### src/rtl/cpu_pkg.sv
// ============================================================================
// Module      : cpu_pkg
// Description : Shared types and constants for the 16-bit pipelined CPU:
//               branch-condition codes, memory-stage FSM encoding, and
//               default data/register-address widths.
// Revision    : 1.0 - initial release
// ============================================================================
`default_nettype none

package cpu_pkg;

    // Default datapath widths
    localparam int CPU_DW = 16;
    localparam int CPU_RW = 4;

    // Branch condition codes carried in brType
    localparam logic [2:0] BR_NONE   = 3'b000;
    localparam logic [2:0] BR_EQ     = 3'b001;
    localparam logic [2:0] BR_NE     = 3'b010;
    localparam logic [2:0] BR_GT     = 3'b011;
    localparam logic [2:0] BR_LT     = 3'b100;
    localparam logic [2:0] BR_GE     = 3'b101;
    localparam logic [2:0] BR_LE     = 3'b110;
    localparam logic [2:0] BR_UNCOND = 3'b111;

    // Data-memory handshake FSM encoding
    typedef enum logic [1:0] {
        MEM_IDLE   = 2'd0,
        MEM_ACCESS = 2'd1,
        MEM_DONE   = 2'd2
    } mem_fsm_e;

    // True when the instruction touches data memory
    function automatic logic is_mem_op(input logic re, input logic wr);
        return re | wr;
    endfunction

endpackage

`default_nettype wire

### src/rtl/br_cond_eval.sv
// ============================================================================
// Module      : br_cond_eval
// Description : Combinational branch-condition evaluator. Maps a 3-bit branch
//               code and the registered Z/V/N flags onto a taken decision.
// Revision    : 1.0 - initial release
// ============================================================================
`default_nettype none

module br_cond_eval
    import cpu_pkg::*;
(
    input  logic [2:0] br_type_i,
    input  logic       zr_i,
    input  logic       ov_i,
    input  logic       neg_i,
    output logic       taken_o
);

    // No current condition code consults overflow; it is kept on the port so
    // signed-compare variants can be added without touching the parent.
    logic w_unused_ov;
    assign w_unused_ov = ov_i;

    // Decode the condition against the flags
    always_comb begin
        taken_o = 1'b0;
        case (br_type_i)
            BR_EQ:     taken_o = zr_i;
            BR_NE:     taken_o = ~zr_i;
            BR_GT:     taken_o = ~zr_i & ~neg_i;
            BR_LT:     taken_o = neg_i;
            BR_GE:     taken_o = zr_i | ~neg_i;
            BR_LE:     taken_o = zr_i | neg_i;
            BR_UNCOND: taken_o = 1'b1;
            default:   taken_o = 1'b0;
        endcase
    end

endmodule

`default_nettype wire

### src/rtl/mem_wb_stage.sv
// ============================================================================
// Module      : mem_wb_stage
// Description : Memory stage and MEM/WB pipeline register. Resolves branches,
//               runs the data-memory req/ack handshake while stalling the
//               upstream pipe, selects write-back data, forwards it, and
//               registers it into the MEM/WB stage.
// Revision    : 1.0 - initial release
// ============================================================================
`default_nettype none

module mem_wb_stage
    import cpu_pkg::*;
#(
    parameter int DW = CPU_DW,
    parameter int RW = CPU_RW
) (
    input  logic          clk,
    input  logic          rst_n,
    // EX/MEM register outputs
    input  logic [DW-1:0] newAddr,
    input  logic [2:0]    brType,
    input  logic          zr_flag,
    input  logic          ov_flag,
    input  logic          neg_flag,
    input  logic [DW-1:0] aluResult,
    input  logic [DW-1:0] mem_data,
    input  logic [DW-1:0] imAddrIncre,
    input  logic [RW-1:0] dst_addr,
    input  logic          we,
    input  logic          mem_we,
    input  logic          mem_re,
    input  logic          hlt,
    input  logic          labelSel,
    // Data-memory interface
    output logic          dmem_req,
    output logic          dmem_wr,
    output logic [DW-1:0] dmem_addr,
    output logic [DW-1:0] dmem_wdata,
    input  logic          dmem_ack,
    input  logic [DW-1:0] dmem_rdata,
    // Pipeline control
    output logic          stall_mem,
    output logic          pc_redirect,
    output logic [DW-1:0] pc_target,
    output logic          flush_out,
    // Forwarding path
    output logic          fwd_we,
    output logic [RW-1:0] fwd_dst,
    output logic [DW-1:0] fwd_data,
    // MEM/WB register
    output logic          wb_we,
    output logic [RW-1:0] wb_dst,
    output logic [DW-1:0] wb_data,
    output logic          halted
);

    mem_fsm_e      state_q, state_d;
    logic [DW-1:0] rd_q, rd_d;
    logic          wb_we_q, wb_we_d;
    logic [RW-1:0] wb_dst_q, wb_dst_d;
    logic [DW-1:0] wb_data_q, wb_data_d;
    logic          halted_q, halted_d;

    logic          mem_op;
    logic          ack_now;
    logic          br_cond;
    logic [DW-1:0] load_data;
    logic [DW-1:0] wb_sel;

    // A halted core never starts a new memory access, so it also never stalls
    assign mem_op  = is_mem_op(mem_re, mem_we) & ~halted_q;
    assign ack_now = (state_q == MEM_ACCESS) & dmem_ack;

    assign stall_mem = ((state_q == MEM_IDLE) & mem_op) | (state_q == MEM_ACCESS);

    // Memory interface: request is a pure decode of the state register so an
    // asynchronous reset drops it immediately
    assign dmem_req   = (state_q == MEM_ACCESS);
    assign dmem_wr    = dmem_req & mem_we;
    assign dmem_addr  = aluResult;
    assign dmem_wdata = mem_data;

    // Branch resolution; suppressed while stalled so a branch paired with a
    // memory op resolves in the DONE cycle
    br_cond_eval u_br_cond_eval (
        .br_type_i (brType),
        .zr_i      (zr_flag),
        .ov_i      (ov_flag),
        .neg_i     (neg_flag),
        .taken_o   (br_cond)
    );

    assign pc_redirect = br_cond & ~stall_mem;
    assign flush_out   = pc_redirect;
    assign pc_target   = newAddr;

    // Load data bypasses the capture register in the ack cycle
    assign load_data = ack_now ? dmem_rdata : rd_q;
    assign wb_sel    = labelSel ? imAddrIncre : (mem_re ? load_data : aluResult);

    assign fwd_we   = we & ~stall_mem;
    assign fwd_dst  = dst_addr;
    assign fwd_data = wb_sel;

    assign wb_we   = wb_we_q;
    assign wb_dst  = wb_dst_q;
    assign wb_data = wb_data_q;
    assign halted  = halted_q;

    // Next-state logic for the memory handshake FSM and read-data capture
    always_comb begin
        state_d = state_q;
        rd_d    = rd_q;
        case (state_q)
            MEM_IDLE: begin
                if (mem_op) begin
                    state_d = MEM_ACCESS;
                end
            end
            MEM_ACCESS: begin
                if (dmem_ack) begin
                    state_d = MEM_DONE;
                    rd_d    = dmem_rdata;
                end
            end
            MEM_DONE: begin
                state_d = MEM_IDLE;
            end
            default: begin
                state_d = MEM_IDLE;
            end
        endcase
    end

    // Next-state for MEM/WB: retire when not stalled, else insert a bubble
    always_comb begin
        wb_we_d   = 1'b0;
        wb_dst_d  = wb_dst_q;
        wb_data_d = wb_data_q;
        halted_d  = halted_q;
        if (!stall_mem) begin
            wb_we_d   = we;
            wb_dst_d  = dst_addr;
            wb_data_d = wb_sel;
            if (hlt) begin
                halted_d = 1'b1;
            end
        end
    end

    // State and pipeline registers, asynchronously reset
    always_ff @(posedge clk or negedge rst_n) begin
        if (!rst_n) begin
            state_q   <= MEM_IDLE;
            rd_q      <= '0;
            wb_we_q   <= 1'b0;
            wb_dst_q  <= '0;
            wb_data_q <= '0;
            halted_q  <= 1'b0;
        end else begin
            state_q   <= state_d;
            rd_q      <= rd_d;
            wb_we_q   <= wb_we_d;
            wb_dst_q  <= wb_dst_d;
            wb_data_q <= wb_data_d;
            halted_q  <= halted_d;
        end
    end

endmodule

`default_nettype wire

### config.mk
export PLATFORM = sky130hd
export DESIGN_NAME = mem_wb_stage
export DESIGN_NICKNAME = d
export VERILOG_FILES = /design/src/rtl/cpu_pkg.sv /design/src/rtl/br_cond_eval.sv /design/src/rtl/mem_wb_stage.sv
export SDC_FILE = /design/constraint.sdc
export NUM_CORES = 1
export LEC_CHECK = 0
export BUFFER_PORTS_ARGS = -buffer_cell sky130_fd_sc_hd__buf_2
export CAP_MARGIN = 20
export CORE_ASPECT_RATIO = 0.75
export CORE_MARGIN = 1
export CORE_UTILIZATION = 37
export DETAILED_ROUTE_END_ITERATION = 6
export PLACE_DENSITY = 0.82
export SYNTH_ARGS = -nofsm -noshare
export SYNTH_HDL_FRONTEND = slang
export SYNTH_HIERARCHICAL = 1
export SYNTH_SLANG_ARGS = --single-unit
export TNS_END_PERCENT = 20
### constraint.sdc
create_clock -name clk -period 2.5 [get_ports clk]
set_input_delay 0.75 -clock clk [delete_from_list [all_inputs] [get_ports clk]]
set_output_delay 0.75 -clock clk [all_outputs]
set_load 0.02 [all_outputs]
==> flow_summary.yaml <==
die:
  io_pins: 194
  die-width_um: 100
  initial_utilization: 0.387
  die_h_um: 75.6
  rows: 26
  die_area_sq_mm: 0.00756
  core-area_sq_mm: 0.00690
clock_network:
  ctsHtreeMaxLevel: 2
  clkLatencyLatePin_ps: 290
  clockBufferDepth: 2
  cts_made_buffers: 5
  hold_buffers: 0
  clock_sinks: 40
  clockRootBuffer: "clkbuf_8"
  cts_tree: "built"
  clk_pin_slew_ps: 80
synth:
  synth_area_leaders: "dfrtp_1 38%, buf_4 15%, a21bo_2 6.0%"
  syn_area_per_cell_sq_um: 9.85
  synth_top_area_cell: "dfrtp_1"
  yosysTopAreaCellShare: 0.375
  syn_area_sq_mm: 0.00267
  synth_cell_types: 34
  ys_seq_area_frac: 0.375
  postSynthCellCount: 271
  synth_flop_cell: "dfrtp_1"
  syn_nets: 369
  async_flop_share: 1.00
  synth_edf_count: 0
  ys_warn_count: 6
  synth_seq_cells: 40
timing:
  clock_skew_ps: 7.51
  rsz0062_at_grt: "yes"
  fmax_ghz: 0.377
  tightestPinTransition_ps: 531
  setup_slack_ps: -153
  relSlewSlack: 0.646
  setup_viol: 18
  tns_ps: -1650
  hold_viol_final: 0
  finalMaxSlewViolations: 0
  fin_crit_sh: 1.06
  post-route-min-period_ps: 2650
global_routing:
  grt_max_degree: 41
  antenna_found_initial: 0
  grt_pass1_vias: 2522
  grt_pass1_wl_um: 13200
  grt_usage: 0.226
  grt.overflow.total: 0
critical_path:
  end_kind: "output port"
  crit_type: "flop to output port"
  required_ps: 1750
  slowest_delay_ps: 450
  start_kind: "flop"
  cp.arrival_ps: 1900
  crit_path_top_delay_cell: "dfrtp_1"
  path_common_cell: "buf_4"
  critical_path.max_fanout: 14
  path_cells: "buf_4, nor2b_2, buf_4, a221oi_4, buf_4, nor2_2, buf_6"
cells_and_area:
  fin_area_sq_mm: 0.00391
  synthToLayoutAreaGrowth_pct: 46.6
  final_util: 0.567
  antenna_cells: 0
  filler_cell_count: 563
  drive_above_1_share: 0.628
  final_common_cell: "buf_2"
  multi_input_area_sq_mm: 0.00145
  seq_area_sq_mm: 0.00100
  fin_nets: 492
  mostFrequentLayoutCells: "113 x buf_2, 64 x buf_4, 40 x dfrtp_1"
drt:
  wirelength_um: 9460
  vias: 2700
  wl_per_cell_um: 19.2
  first_pass_iters: 4
  drcViolationCount: 0
  vias_per_cell: 5.48
  drtAntennaViolNets: 0
  drtIter0Drc: 237
place:
  io_buffer_count: 128
  routabilityCongestion: 0.918
  dp_hpwl_um: 6220
  pre_cts_ws_ps: -263
  placed_cell_area_sq_mm: 0.00330
power_and_ir_drop:
  p_per_area_mw_per_mm2: 564
  irDropWorstVdd_uv: 424
  p_leak_nw: 1.84
run_status:
  status: "finished with violations"
  failed_checks: "negative setup slack"
hold_path:
  worstHoldPathType: "input port to async pin"
flow_run:
  maxCapViolCount: 0
[metal layers]
layer | up-vias | GRT usage | part of all wire
li1 | 1204 | - | -
met3 | 20 | 0.0706 | 0.095
met1 | 1305 | 0.292 | 0.41
met5 | - | 0 | 0
met2 | 171 | 0.366 | 0.48
met4 | 0 | 0.0773 | 0.017
[synthesized netlist by cell type, types with 2 or more instances]
library cell and number:
and2b_1 2, o22ai_1 15, buf_6 3, inv_1 4, a221oi_1 16, o31ai_1 15
dfrtp_1 40, o211ai_1 16, buf_2 8, buf_4 54, clkbuf_1 9, nor2_1 16
and2_1 17, o21a_1 2, a21bo_2 16, a22o_1 16, mux2_2 4, nand2b_1 2
[final cells by class]
class | count | share of cell area
well taps | 98 | 0.0313
flip-flops and latches | 40 | 0.256
inverters | 5 | 0.00575
multi-input cells | 151 | 0.369
clock buffers | 8 | 0.0230
repair buffers | 191 | 0.315
[repair_timing]
| action | in CTS | in global routing |
|---|---|---|
| setup endpoints to repair | 20 | 20 |
| gates cloned | 2 | 0 |
| pin swaps | 13 | 12 |
| resized for setup | 47 | 26 |
| buffers inserted | 12 | 6 |
[through the flow]
step                      instances  power [mW]  hold slack [ps]
after floorplan                 271        1.31              441
after global placement          470        1.52              477
after detailed placement        470        1.54              489
after CTS                       489        2.11              506
after global routing            493        2.30              527
final                           493        2.21              503
[report_power, final]
part	internal, mW	switching, mW	leakage [nW]
combinational	0.443	0.419	1.31
sequential	0.770	0.123	0.486
clock	0.226	0.227	0.0455
[sequential cells by signal (all words and copies together) (netlist names)]
signal	cells
wb_we	1
rd_q	16
wb_dst	4
halted	1
state_q	2
wb_data	16
[kinds of logic after synthesis]
logic type      after synthesis  share of synthesized area
simple gates                 42                     0.0839
flops                        40                      0.375
buf+inv                      80                      0.205
compound gates              104                      0.316
mux                           4                     0.0169
xor+xnor                      1                    0.00328
[worst max-delay path: cells and delay by family, from the launching register on]
family                 cells  cell delay, ps
buffers and inverters      4             790
DFF                        1             450
AOI/OAI and AO/OA          1             100
and+or+nand+nor            2             280
[worst paths after layout]
path                       startpoint          end  slack [ps]  cells past startpoint
max                        state_q[1]  fwd_data[7]        -150                      7
max reg2reg                state_q[1]   wb_data[0]         670                      8
min                             rst_n      rd_q[0]         500                      2
min in group clk            wb_dst[1]    wb_dst[1]         500                      1
min reg2reg                 wb_dst[1]    wb_dst[1]         500                      1
max in group asynchronous       rst_n        wb_we        1610                      2
(Power assumes the default switching activity.)
